**src/rtl/cbus_reg_pkg.sv**
```systemverilog
// Shared address map and field definitions for the cbus register bank.
package cbus_reg_pkg;

    // Global register addresses
    localparam logic [11:0] ADDR_BOARD_TYPE   = 12'h000;
    localparam logic [11:0] ADDR_FPGA_VERSION = 12'h001;
    localparam logic [11:0] ADDR_SCRATCH      = 12'h002;
    localparam logic [11:0] ADDR_TEST_MODE    = 12'h003;
    localparam logic [11:0] ADDR_CHN_NUM      = 12'h004;

    // Per-channel slice placement
    localparam logic [11:0] CHN_BASE   = 12'h300;
    localparam int unsigned CHN_STRIDE = 4;

    // Register offsets inside a channel slice
    typedef enum logic [1:0] {
        CHN_OFF_CTRL    = 2'd0,
        CHN_OFF_STATUS  = 2'd1,
        CHN_OFF_RSVD    = 2'd2,
        CHN_OFF_EVT_CNT = 2'd3
    } chn_off_e;

    // CTRL register bit positions
    localparam int unsigned CTRL_ENABLE_BIT = 0;
    localparam int unsigned CTRL_IRQ_EN_BIT = 1;
    localparam int unsigned CTRL_MODE_LSB   = 2;

    // Absolute address of a register inside channel chn
    function automatic logic [11:0] chn_reg_addr(input int unsigned chn, input chn_off_e off);
        return CHN_BASE + 12'(chn * CHN_STRIDE) + {10'b0, off};
    endfunction

endpackage

```
**src/rtl/cbus_rd_pipe.sv**
```systemverilog
// Read-request delay line: carries {valid, address} through DEPTH flop stages.
module cbus_rd_pipe #(
    parameter int unsigned DEPTH  = 3,
    parameter int unsigned ADDR_W = 12
) (
    input  logic              clk,
    input  logic              rst_n,
    input  logic              in_vld,
    input  logic [ADDR_W-1:0] in_addr,
    output logic              out_vld,
    output logic [ADDR_W-1:0] out_addr
);

    logic [DEPTH-1:0]  vld_q, vld_d;
    logic [ADDR_W-1:0] addr_q [DEPTH];
    logic [ADDR_W-1:0] addr_d [DEPTH];

    // Shift every stage forward by one slot
    always_comb begin
        vld_d     = '0;
        vld_d[0]  = in_vld;
        addr_d[0] = in_addr;
        for (int unsigned i = 1; i < DEPTH; i++) begin
            vld_d[i]  = vld_q[i-1];
            addr_d[i] = addr_q[i-1];
        end
    end

    // Stage registers; reset drops every in-flight request
    always_ff @(posedge clk or negedge rst_n) begin
        if (!rst_n) begin
            vld_q <= '0;
            for (int unsigned i = 0; i < DEPTH; i++) begin
                addr_q[i] <= '0;
            end
        end else begin
            vld_q <= vld_d;
            for (int unsigned i = 0; i < DEPTH; i++) begin
                addr_q[i] <= addr_d[i];
            end
        end
    end

    assign out_vld  = vld_q[DEPTH-1];
    assign out_addr = addr_q[DEPTH-1];

endmodule

```
**src/rtl/cbus_reg_bank.sv**
```systemverilog
// CPU control-bus register bank: global ID/test registers, CHN_NUM channel
// control/status slices with sticky W1C event bits, level IRQ and a fixed
// read latency. Optional per-channel event counters under CBUS_EVT_CNT_EN.
module cbus_reg_bank
    import cbus_reg_pkg::*;
#(
    parameter int unsigned CBUS_ADDR_WIDTH = 12,
    parameter int unsigned CBUS_DATA_WIDTH = 8,
    parameter int unsigned CHN_NUM         = 4,
    parameter int unsigned RD_LATENCY      = 4,
    parameter logic [7:0]  BOARD_TYPE      = 8'h01,
    parameter logic [7:0]  FPGA_VERSION    = 8'h20
) (
    input  logic                       clk,
    input  logic                       rst_n,
    input  logic [CBUS_ADDR_WIDTH-1:0] cbus_addr,
    input  logic [CBUS_DATA_WIDTH-1:0] cbus_wdata,
    input  logic                       cbus_we,
    input  logic                       cbus_oe,
    output logic [CBUS_DATA_WIDTH-1:0] cbus_rdata,
    output logic                       cbus_rvld,
    input  logic [CHN_NUM-1:0]         chn_evt,
    output logic [CHN_NUM-1:0]         chn_enable,
    output logic [2*CHN_NUM-1:0]       chn_mode,
    output logic                       test_mode,
    output logic                       irq
);

    localparam int unsigned AW = CBUS_ADDR_WIDTH;
    localparam int unsigned DW = CBUS_DATA_WIDTH;

    logic [DW-1:0] scratch_q, scratch_d;
    logic          test_mode_q, test_mode_d;
    logic          rd_req_q, rd_req_d;
    logic [AW-1:0] rd_req_addr_q, rd_req_addr_d;
    logic          pipe_vld;
    logic [AW-1:0] pipe_addr;
    logic [DW-1:0] rd_mux;
    logic [DW-1:0] rdata_q, rdata_d;
    logic          rvld_q, rvld_d;
    logic          irq_q, irq_d;

    logic [CHN_NUM-1:0]   sticky_all;
    logic [CHN_NUM-1:0]   irq_en_all;
    logic [4*CHN_NUM-1:0] ctrl_all;
    logic [8*CHN_NUM-1:0] cnt_all;

    // Global register write decode
    always_comb begin
        scratch_d     = scratch_q;
        test_mode_d   = test_mode_q;
        rd_req_d      = cbus_oe;
        rd_req_addr_d = cbus_addr;
        if (cbus_we && (cbus_addr == AW'(ADDR_SCRATCH))) begin
            scratch_d = cbus_wdata;
        end
        if (cbus_we && (cbus_addr == AW'(ADDR_TEST_MODE))) begin
            test_mode_d = cbus_wdata[0];
        end
    end

    // Global registers and read-request capture
    always_ff @(posedge clk or negedge rst_n) begin
        if (!rst_n) begin
            scratch_q     <= '0;
            test_mode_q   <= 1'b0;
            rd_req_q      <= 1'b0;
            rd_req_addr_q <= '0;
        end else begin
            scratch_q     <= scratch_d;
            test_mode_q   <= test_mode_d;
            rd_req_q      <= rd_req_d;
            rd_req_addr_q <= rd_req_addr_d;
        end
    end

    // The capture flop plus RD_LATENCY-1 delay stages put the rdata load
    // exactly RD_LATENCY edges after the edge that sampled cbus_oe.
    cbus_rd_pipe #(
        .DEPTH  (RD_LATENCY - 1),
        .ADDR_W (AW)
    ) u_rd_pipe (
        .clk      (clk),
        .rst_n    (rst_n),
        .in_vld   (rd_req_q),
        .in_addr  (rd_req_addr_q),
        .out_vld  (pipe_vld),
        .out_addr (pipe_addr)
    );

    for (genvar gi = 0; gi < CHN_NUM; gi++) begin : g_chn
        logic [3:0] ctrl_q, ctrl_d;
        logic       sticky_q, sticky_d;
        logic       wr_ctrl, wr_status;

        // CTRL write and sticky event capture; a set wins over a same-cycle clear
        always_comb begin
            wr_ctrl   = cbus_we && (cbus_addr == AW'(chn_reg_addr(gi, CHN_OFF_CTRL)));
            wr_status = cbus_we && (cbus_addr == AW'(chn_reg_addr(gi, CHN_OFF_STATUS)));
            ctrl_d    = wr_ctrl ? cbus_wdata[3:0] : ctrl_q;
            sticky_d  = chn_evt[gi] | (sticky_q & ~(wr_status & cbus_wdata[0]));
        end

        // Channel control/status registers
        always_ff @(posedge clk or negedge rst_n) begin
            if (!rst_n) begin
                ctrl_q   <= '0;
                sticky_q <= 1'b0;
            end else begin
                ctrl_q   <= ctrl_d;
                sticky_q <= sticky_d;
            end
        end

        assign ctrl_all[4*gi +: 4]  = ctrl_q;
        assign sticky_all[gi]       = sticky_q;
        assign irq_en_all[gi]       = ctrl_q[CTRL_IRQ_EN_BIT];
        assign chn_enable[gi]       = ctrl_q[CTRL_ENABLE_BIT];
        assign chn_mode[2*gi +: 2]  = ctrl_q[CTRL_MODE_LSB +: 2];

`ifdef CBUS_EVT_CNT_EN
        logic [7:0] evt_cnt_q, evt_cnt_d;
        logic       wr_evt_cnt;

        // Saturating event count; a clear with a same-cycle event restarts at 1
        always_comb begin
            wr_evt_cnt = cbus_we && (cbus_addr == AW'(chn_reg_addr(gi, CHN_OFF_EVT_CNT)));
            evt_cnt_d  = evt_cnt_q;
            if (wr_evt_cnt) begin
                evt_cnt_d = chn_evt[gi] ? 8'h01 : 8'h00;
            end else if (chn_evt[gi] && (evt_cnt_q != 8'hFF)) begin
                evt_cnt_d = evt_cnt_q + 8'h01;
            end
        end

        // Event counter register
        always_ff @(posedge clk or negedge rst_n) begin
            if (!rst_n) begin
                evt_cnt_q <= '0;
            end else begin
                evt_cnt_q <= evt_cnt_d;
            end
        end

        assign cnt_all[8*gi +: 8] = evt_cnt_q;
`else
        assign cnt_all[8*gi +: 8] = '0;
`endif
    end

    // Read data multiplexer, addressed by the request leaving the delay line
    always_comb begin
        rd_mux = '0;
        if (pipe_addr == AW'(ADDR_BOARD_TYPE)) begin
            rd_mux = DW'(BOARD_TYPE);
        end else if (pipe_addr == AW'(ADDR_FPGA_VERSION)) begin
            rd_mux = DW'(FPGA_VERSION);
        end else if (pipe_addr == AW'(ADDR_SCRATCH)) begin
            rd_mux = ~scratch_q;
        end else if (pipe_addr == AW'(ADDR_TEST_MODE)) begin
            rd_mux = DW'(test_mode_q);
        end else if (pipe_addr == AW'(ADDR_CHN_NUM)) begin
            rd_mux = DW'(CHN_NUM);
        end
        for (int unsigned i = 0; i < CHN_NUM; i++) begin
            if (pipe_addr == AW'(chn_reg_addr(i, CHN_OFF_CTRL))) begin
                rd_mux = DW'(ctrl_all[4*i +: 4]);
            end else if (pipe_addr == AW'(chn_reg_addr(i, CHN_OFF_STATUS))) begin
                rd_mux = DW'(sticky_all[i]);
            end else if (pipe_addr == AW'(chn_reg_addr(i, CHN_OFF_EVT_CNT))) begin
                rd_mux = DW'(cnt_all[8*i +: 8]);
            end
        end
    end

    // Read response and interrupt next-state
    always_comb begin
        rvld_d  = pipe_vld;
        rdata_d = pipe_vld ? rd_mux : rdata_q;
        irq_d   = |(sticky_all & irq_en_all);
    end

    // Read response and interrupt registers
    always_ff @(posedge clk or negedge rst_n) begin
        if (!rst_n) begin
            rdata_q <= '0;
            rvld_q  <= 1'b0;
            irq_q   <= 1'b0;
        end else begin
            rdata_q <= rdata_d;
            rvld_q  <= rvld_d;
            irq_q   <= irq_d;
        end
    end

    assign cbus_rdata = rdata_q;
    assign cbus_rvld  = rvld_q;
    assign test_mode  = test_mode_q;
    assign irq        = irq_q;

endmodule

```
**config.mk**
```make
export PLATFORM = sky130hd
export DESIGN_NAME = cbus_reg_bank
export DESIGN_NICKNAME = d
export VERILOG_FILES = /design/src/rtl/cbus_reg_pkg.sv /design/src/rtl/cbus_rd_pipe.sv /design/src/rtl/cbus_reg_bank.sv
export SDC_FILE = /design/constraint.sdc
export NUM_CORES = 1
export LEC_CHECK = 0
export ABC_CLOCK_PERIOD_IN_PS = 5900
export CORE_MARGIN = 8
export CORE_UTILIZATION = 50
export DETAILED_ROUTE_END_ITERATION = 12
export PLACE_DENSITY = 0.75
export RECOVER_POWER = 25
export SYNTH_ARGS = -nofsm -noshare
export SYNTH_HDL_FRONTEND = slang
export SYNTH_HIERARCHICAL = 1
export SYNTH_SLANG_ARGS = --single-unit
```
**constraint.sdc**
```tcl
create_clock -name clk -period 5.9 [get_ports clk]
set_clock_uncertainty 0.1 [all_clocks]
set_input_delay 0.59 -clock clk [delete_from_list [all_inputs] [get_ports clk]]
set_output_delay 0.59 -clock clk [all_outputs]
set_load 0.05 [all_outputs]
```
==> results.txt <==
----------------------------------------------------
[Run status]
  Run status ... finished, final reports clean

[Layout]
  Fin nets ... 306
  Count of non-filler cells in the finished layout ... 363
  Synthesis-to-layout area growth ... 20.40%
  Final cell area excluding filler cells ... 0.004046 sq mm
  Filler Cells Inserted ... 502
  Antenna cell count ... 0
  Combined flip-flop and latch cell area ... 0.002277 sq mm
  Layout cells sized above 1 ... 8.834%
  Area occupied by multi-input gates ... 957.2 sq um

[CTS]
  Post-CTS setup repair buffer count ... 0
  Max Buffers Root-to-Sink ... 2
  Worst-path clk slew ... 0.09 ns
  Cts-stage hold buffer count ... 0
  Clock buffer count from CTS ... 9
  Buffer type at the clock tree root ... sky130_fd_sc_hd__clkbuf_8
  Resized Gates After CTS ... 0
  Number of sinks handled by clock tree synthesis ... 91
  CTS tree ... built
  H-tree Lvls ... 3
  Skew-Pair Late Insertion Delay ... 0.36 ns

[Critical path]
  Type of the worst setup path ... in2reg
  Worst Path Arrival ... 2.76 ns
  Endpoint class of the critical path ... flop
  Worst Setup Start Kind ... primary input
  Cell family contributing the most delay on the critical path ... simple AND/OR/NAND/NOR gates
  Slowest stage cell on the critical path ... sky130_fd_sc_hd__or4b_1
  Setup slack, reg-to-reg ... 3.62 ns
  Peak per-stage delay on the critical path ... 0.58 ns
  Crit path buf inv count ... 1
  Number of cells on the critical path ... 6
  Critical path data required time ... 6.04 ns
  Reg2Reg Depth ... 5
  Critical path peak fanout ... 4
  Worst-path cell chain ... dlygate4sd3_1 > or4b_1 > nor4_2 > and2_1 > and3_1 > mux2_1

[Yosys]
  Mean Syn Cell Area ... 14.36 sq um
  Share of the synthesized area in the top cell type ... 67.76%
  Seq cells post-synth ... 91
  Synth Area in XOR/XNOR ... 0.2606%
  Cell type contributing the most total cell area after synthesis ... sky130_fd_sc_hd__dfrtp_1
  Proportion of synthesized chip area in sequential cells ... 67.76%
  Adder and majority gate portion of the synthesized area ... 0%
  Ranking of synthesized cells by area ... sky130_fd_sc_hd__dfrtp_1 (68%), sky130_fd_sc_hd__mux2_1 (8.4%), sky130_fd_sc_hd__buf_4 (2.7%)
  Share of synthesized registers carrying an async set or reset ... 100.0%
  Gate Count Post-Synth ... 234
  Main combinational cell family by area after synthesis ... simple AND/OR/NAND/NOR gates
  Synthesis Warnings ... 6
  Mux contribution to synthesized area ... 10.31%
  Number of library cell types mapped by synthesis ... 51
  Net count after synthesis ... 262
  Post-Synthesis Cell Area ... 0.003361 sq mm
  Number of flops mapped to enable cells by yosys ... 0
  Area share of and/or/nand/nor cells after synthesis ... 11.09%
  Most common flop cell mapped by yosys ... sky130_fd_sc_hd__dfrtp_1
  Compound-Gate Fraction of Synth Area ... 6.813%

[Placed design]
  HPWL after DPL ... 4749 um
  GP Congestion ... 0.8263
  Placed Instance Area ... 0.003847 sq mm
  Placed cell count ... 347
  Number of buffers inserted by port buffering ... 50

[Timing]
  Min Clock Period, post-route ... 2.625 ns
  Hold Vio Cnt, Final ... 0
  Final setup violation count ... 0
  Slew Limit Headroom ... 28.13%
  Share of the clock period used by the worst path after layout ... 44.49%
  RSZ-0062 raised after global routing ... false
  Fin Setup TNS ... 0 ns
  Final Max Tran Viols ... 0
  Upper clock frequency limit ... 0.3810 GHz
  Tightest Pin Transition ... 1.078 ns

[Floorplanning]
  Top-level port count ... 51
  Number of rows in the core area ... 30
  Chip height ... 97.99 um
  Die Wd ... 97.99 um
  Starting density of the core ... 50.58%
  Area of the core ... 0.006644 sq mm
  Area enclosed by the die boundary ... 0.009601 sq mm

[Route]
  Wirelength per Cell ... 17.96 um
  First DRT Iteration DRCs ... 104
  Detailed-route vias per instance ... 5.408
  Met3 WL ... 346 um
  Aggregate routed wire length ... 6520 um
  Post-DRT Antenna Nets ... 0
  Drt pass-1 iters ... 6
  Amount of wire on met2 after detailed routing ... 2990 um
  Via Count ... 1963
  Highest layer used for signal routing ... met4
  Wire length on met1 ... 3020 um
  Detailed-route DRC error count ... 0

[Pwr]
  Worst VDD drop ... 0.0002010 V
  Leakage dissipation ... 1.770 nW
  Pwr per Cell Area ... 279.3 mW/mm^2
  Overall power after layout ... 1.130 mW

[Worst hold path]
  Class of the tightest hold or removal check ... reg2reg
  Worst hold stages ... 0

[Job]
  Max-capacitance violation count ... 0

[Global routing]
  Pin count of the biggest net entering global routing ... 92
  Initial antenna violation count ... 0
  Wire length of the first global-routing pass ... 10900 um
  Vias in the first global route ... 2070
  Total global routing track utilization ... 14.82%
  Total congestion overflow after global routing ... 0

----------------------------------------------------
==> worst paths after layout <==
path | start | end
max in group asynchronous | rst_n | g_chn[3].sticky_q
min reg2reg | u_rd_pipe/addr_d[14] | u_rd_pipe/addr_d[2]
max | cbus_addr[6] | g_chn[3].ctrl_q[2]
min | u_rd_pipe/addr_d[14] | u_rd_pipe/addr_d[2]
max reg2reg | u_rd_pipe/out_addr[3] | cbus_rdata[0]
min in group asynchronous | rst_n | u_rd_pipe/out_addr[5]
==> synth_stat cells (all sizes together) (3+ instances only) <==
cell,n
nor4,5
inv,3
mux2,25
dfrtp,91
nand3,6
nand2,12
nand4,3
nor2,11
o2bb2ai,4
o21ai,6
nor3,3
buf,15
a21o,4
a31oi,3
==> report_power, final <==
group | leakage [nW] | internal, mW | switching (mW)
Combinational | 0.552 | 0.0244 | 0.0328
Clock | 0.0935 | 0.199 | 0.216
Sequential | 1.12 | 0.643 | 0.0146
==> worst register-to-register path: stages, from the launching register on <==
cell and delay [ns]:
sky130_fd_sc_hd__dfrtp_1 0.58, sky130_fd_sc_hd__or4_1 0.61, sky130_fd_sc_hd__nor4_4 0.21, sky130_fd_sc_hd__nand3_1 0.12
sky130_fd_sc_hd__a2111oi_1 0.44, sky130_fd_sc_hd__or3_1 0.17
==> placed cells by master, fill, tap and decap left out, types with 2 or more instances in the layout <==
cell type / n
sky130_fd_sc_hd__a31oi_1: 3
sky130_fd_sc_hd__o21a_1: 2
sky130_fd_sc_hd__or2_1: 2
sky130_fd_sc_hd__clkbuf_8: 9
sky130_fd_sc_hd__dfrtp_1: 91
sky130_fd_sc_hd__o31ai_1: 2
sky130_fd_sc_hd__nor3_1: 2
sky130_fd_sc_hd__o21ai_0: 4
sky130_fd_sc_hd__nor2_1: 10
sky130_fd_sc_hd__or4b_1: 2
sky130_fd_sc_hd__a22oi_1: 2
sky130_fd_sc_hd__mux2i_1: 2
sky130_fd_sc_hd__clkinvlp_4: 2
sky130_fd_sc_hd__nand2_1: 12
sky130_fd_sc_hd__mux4_2: 2
sky130_fd_sc_hd__clkdlybuf4s50_1: 38
sky130_fd_sc_hd__o21ai_1: 2
sky130_fd_sc_hd__nor3b_1: 2
sky130_fd_sc_hd__dlygate4sd3_1: 11
sky130_fd_sc_hd__inv_6: 2
sky130_fd_sc_hd__nor4_1: 3
sky130_fd_sc_hd__nand4_1: 3
sky130_fd_sc_hd__or3_1: 2
sky130_fd_sc_hd__and3_1: 2
sky130_fd_sc_hd__a21o_1: 4
sky130_fd_sc_hd__o2bb2ai_1: 4
sky130_fd_sc_hd__nor2b_1: 2
sky130_fd_sc_hd__a21oi_1: 2
sky130_fd_sc_hd__mux2_1: 25
sky130_fd_sc_hd__inv_1: 3
sky130_fd_sc_hd__nand3_1: 6
==> through the flow <==
stage	setup slack [ns]	hold slack, ns	utilization, %
global route	3.126	0.2596	60.90
detailed placement	3.008	0.2347	57.91
global placement	3.073	0.2321	57.91
floorplan	3.608	0.1944	-
finish	3.275	0.2451	60.90
CTS	3.404	0.2412	60.90
==> layout make-up <==
cell class	instances	area share (%)
flip-flops and latches	91	56.28
clock buffers	10	3.154
clock inverters	6	1.763
well taps	80	2.474
inverters	4	0.3711
multi-input cells	122	23.65
repair buffers	50	12.31
==> cell families (layout without fill, tap and decap cells) <==
logic type | Yosys count | in the layout
buffers and inverters | 21 | 70
and+or+nand+nor | 61 | 61
AOI/OAI and AO/OA | 31 | 31
DFF | 91 | 91
xor gates and xnor gates | 1 | 1
muxes | 29 | 29
==> state kept, by name (all words and copies together) (netlist names) <==
name                count
g_chn.ctrl_q           16
irq                     1
u_rd_pipe/out_addr     12
scratch_q               8
cbus_rvld               1
g_chn.sticky_q          4
rd_req_addr_q          12
u_rd_pipe/addr_d       24
rd_req_q                1
u_rd_pipe/vld_q         3
test_mode               1
cbus_rdata              8
==> metal layers <==
| metal | up-vias | GRT usage, % |
|---|---|---|
| li1 | 922 | - |
| met1 | 977 | 18.97 |
| met2 | 50 | 21.92 |
| met3 | 14 | 4.481 |
| met4 | 0 | 8.273 |
| met5 | - | 0 |
No activity file was read; power rests on OpenSTA's default activity.
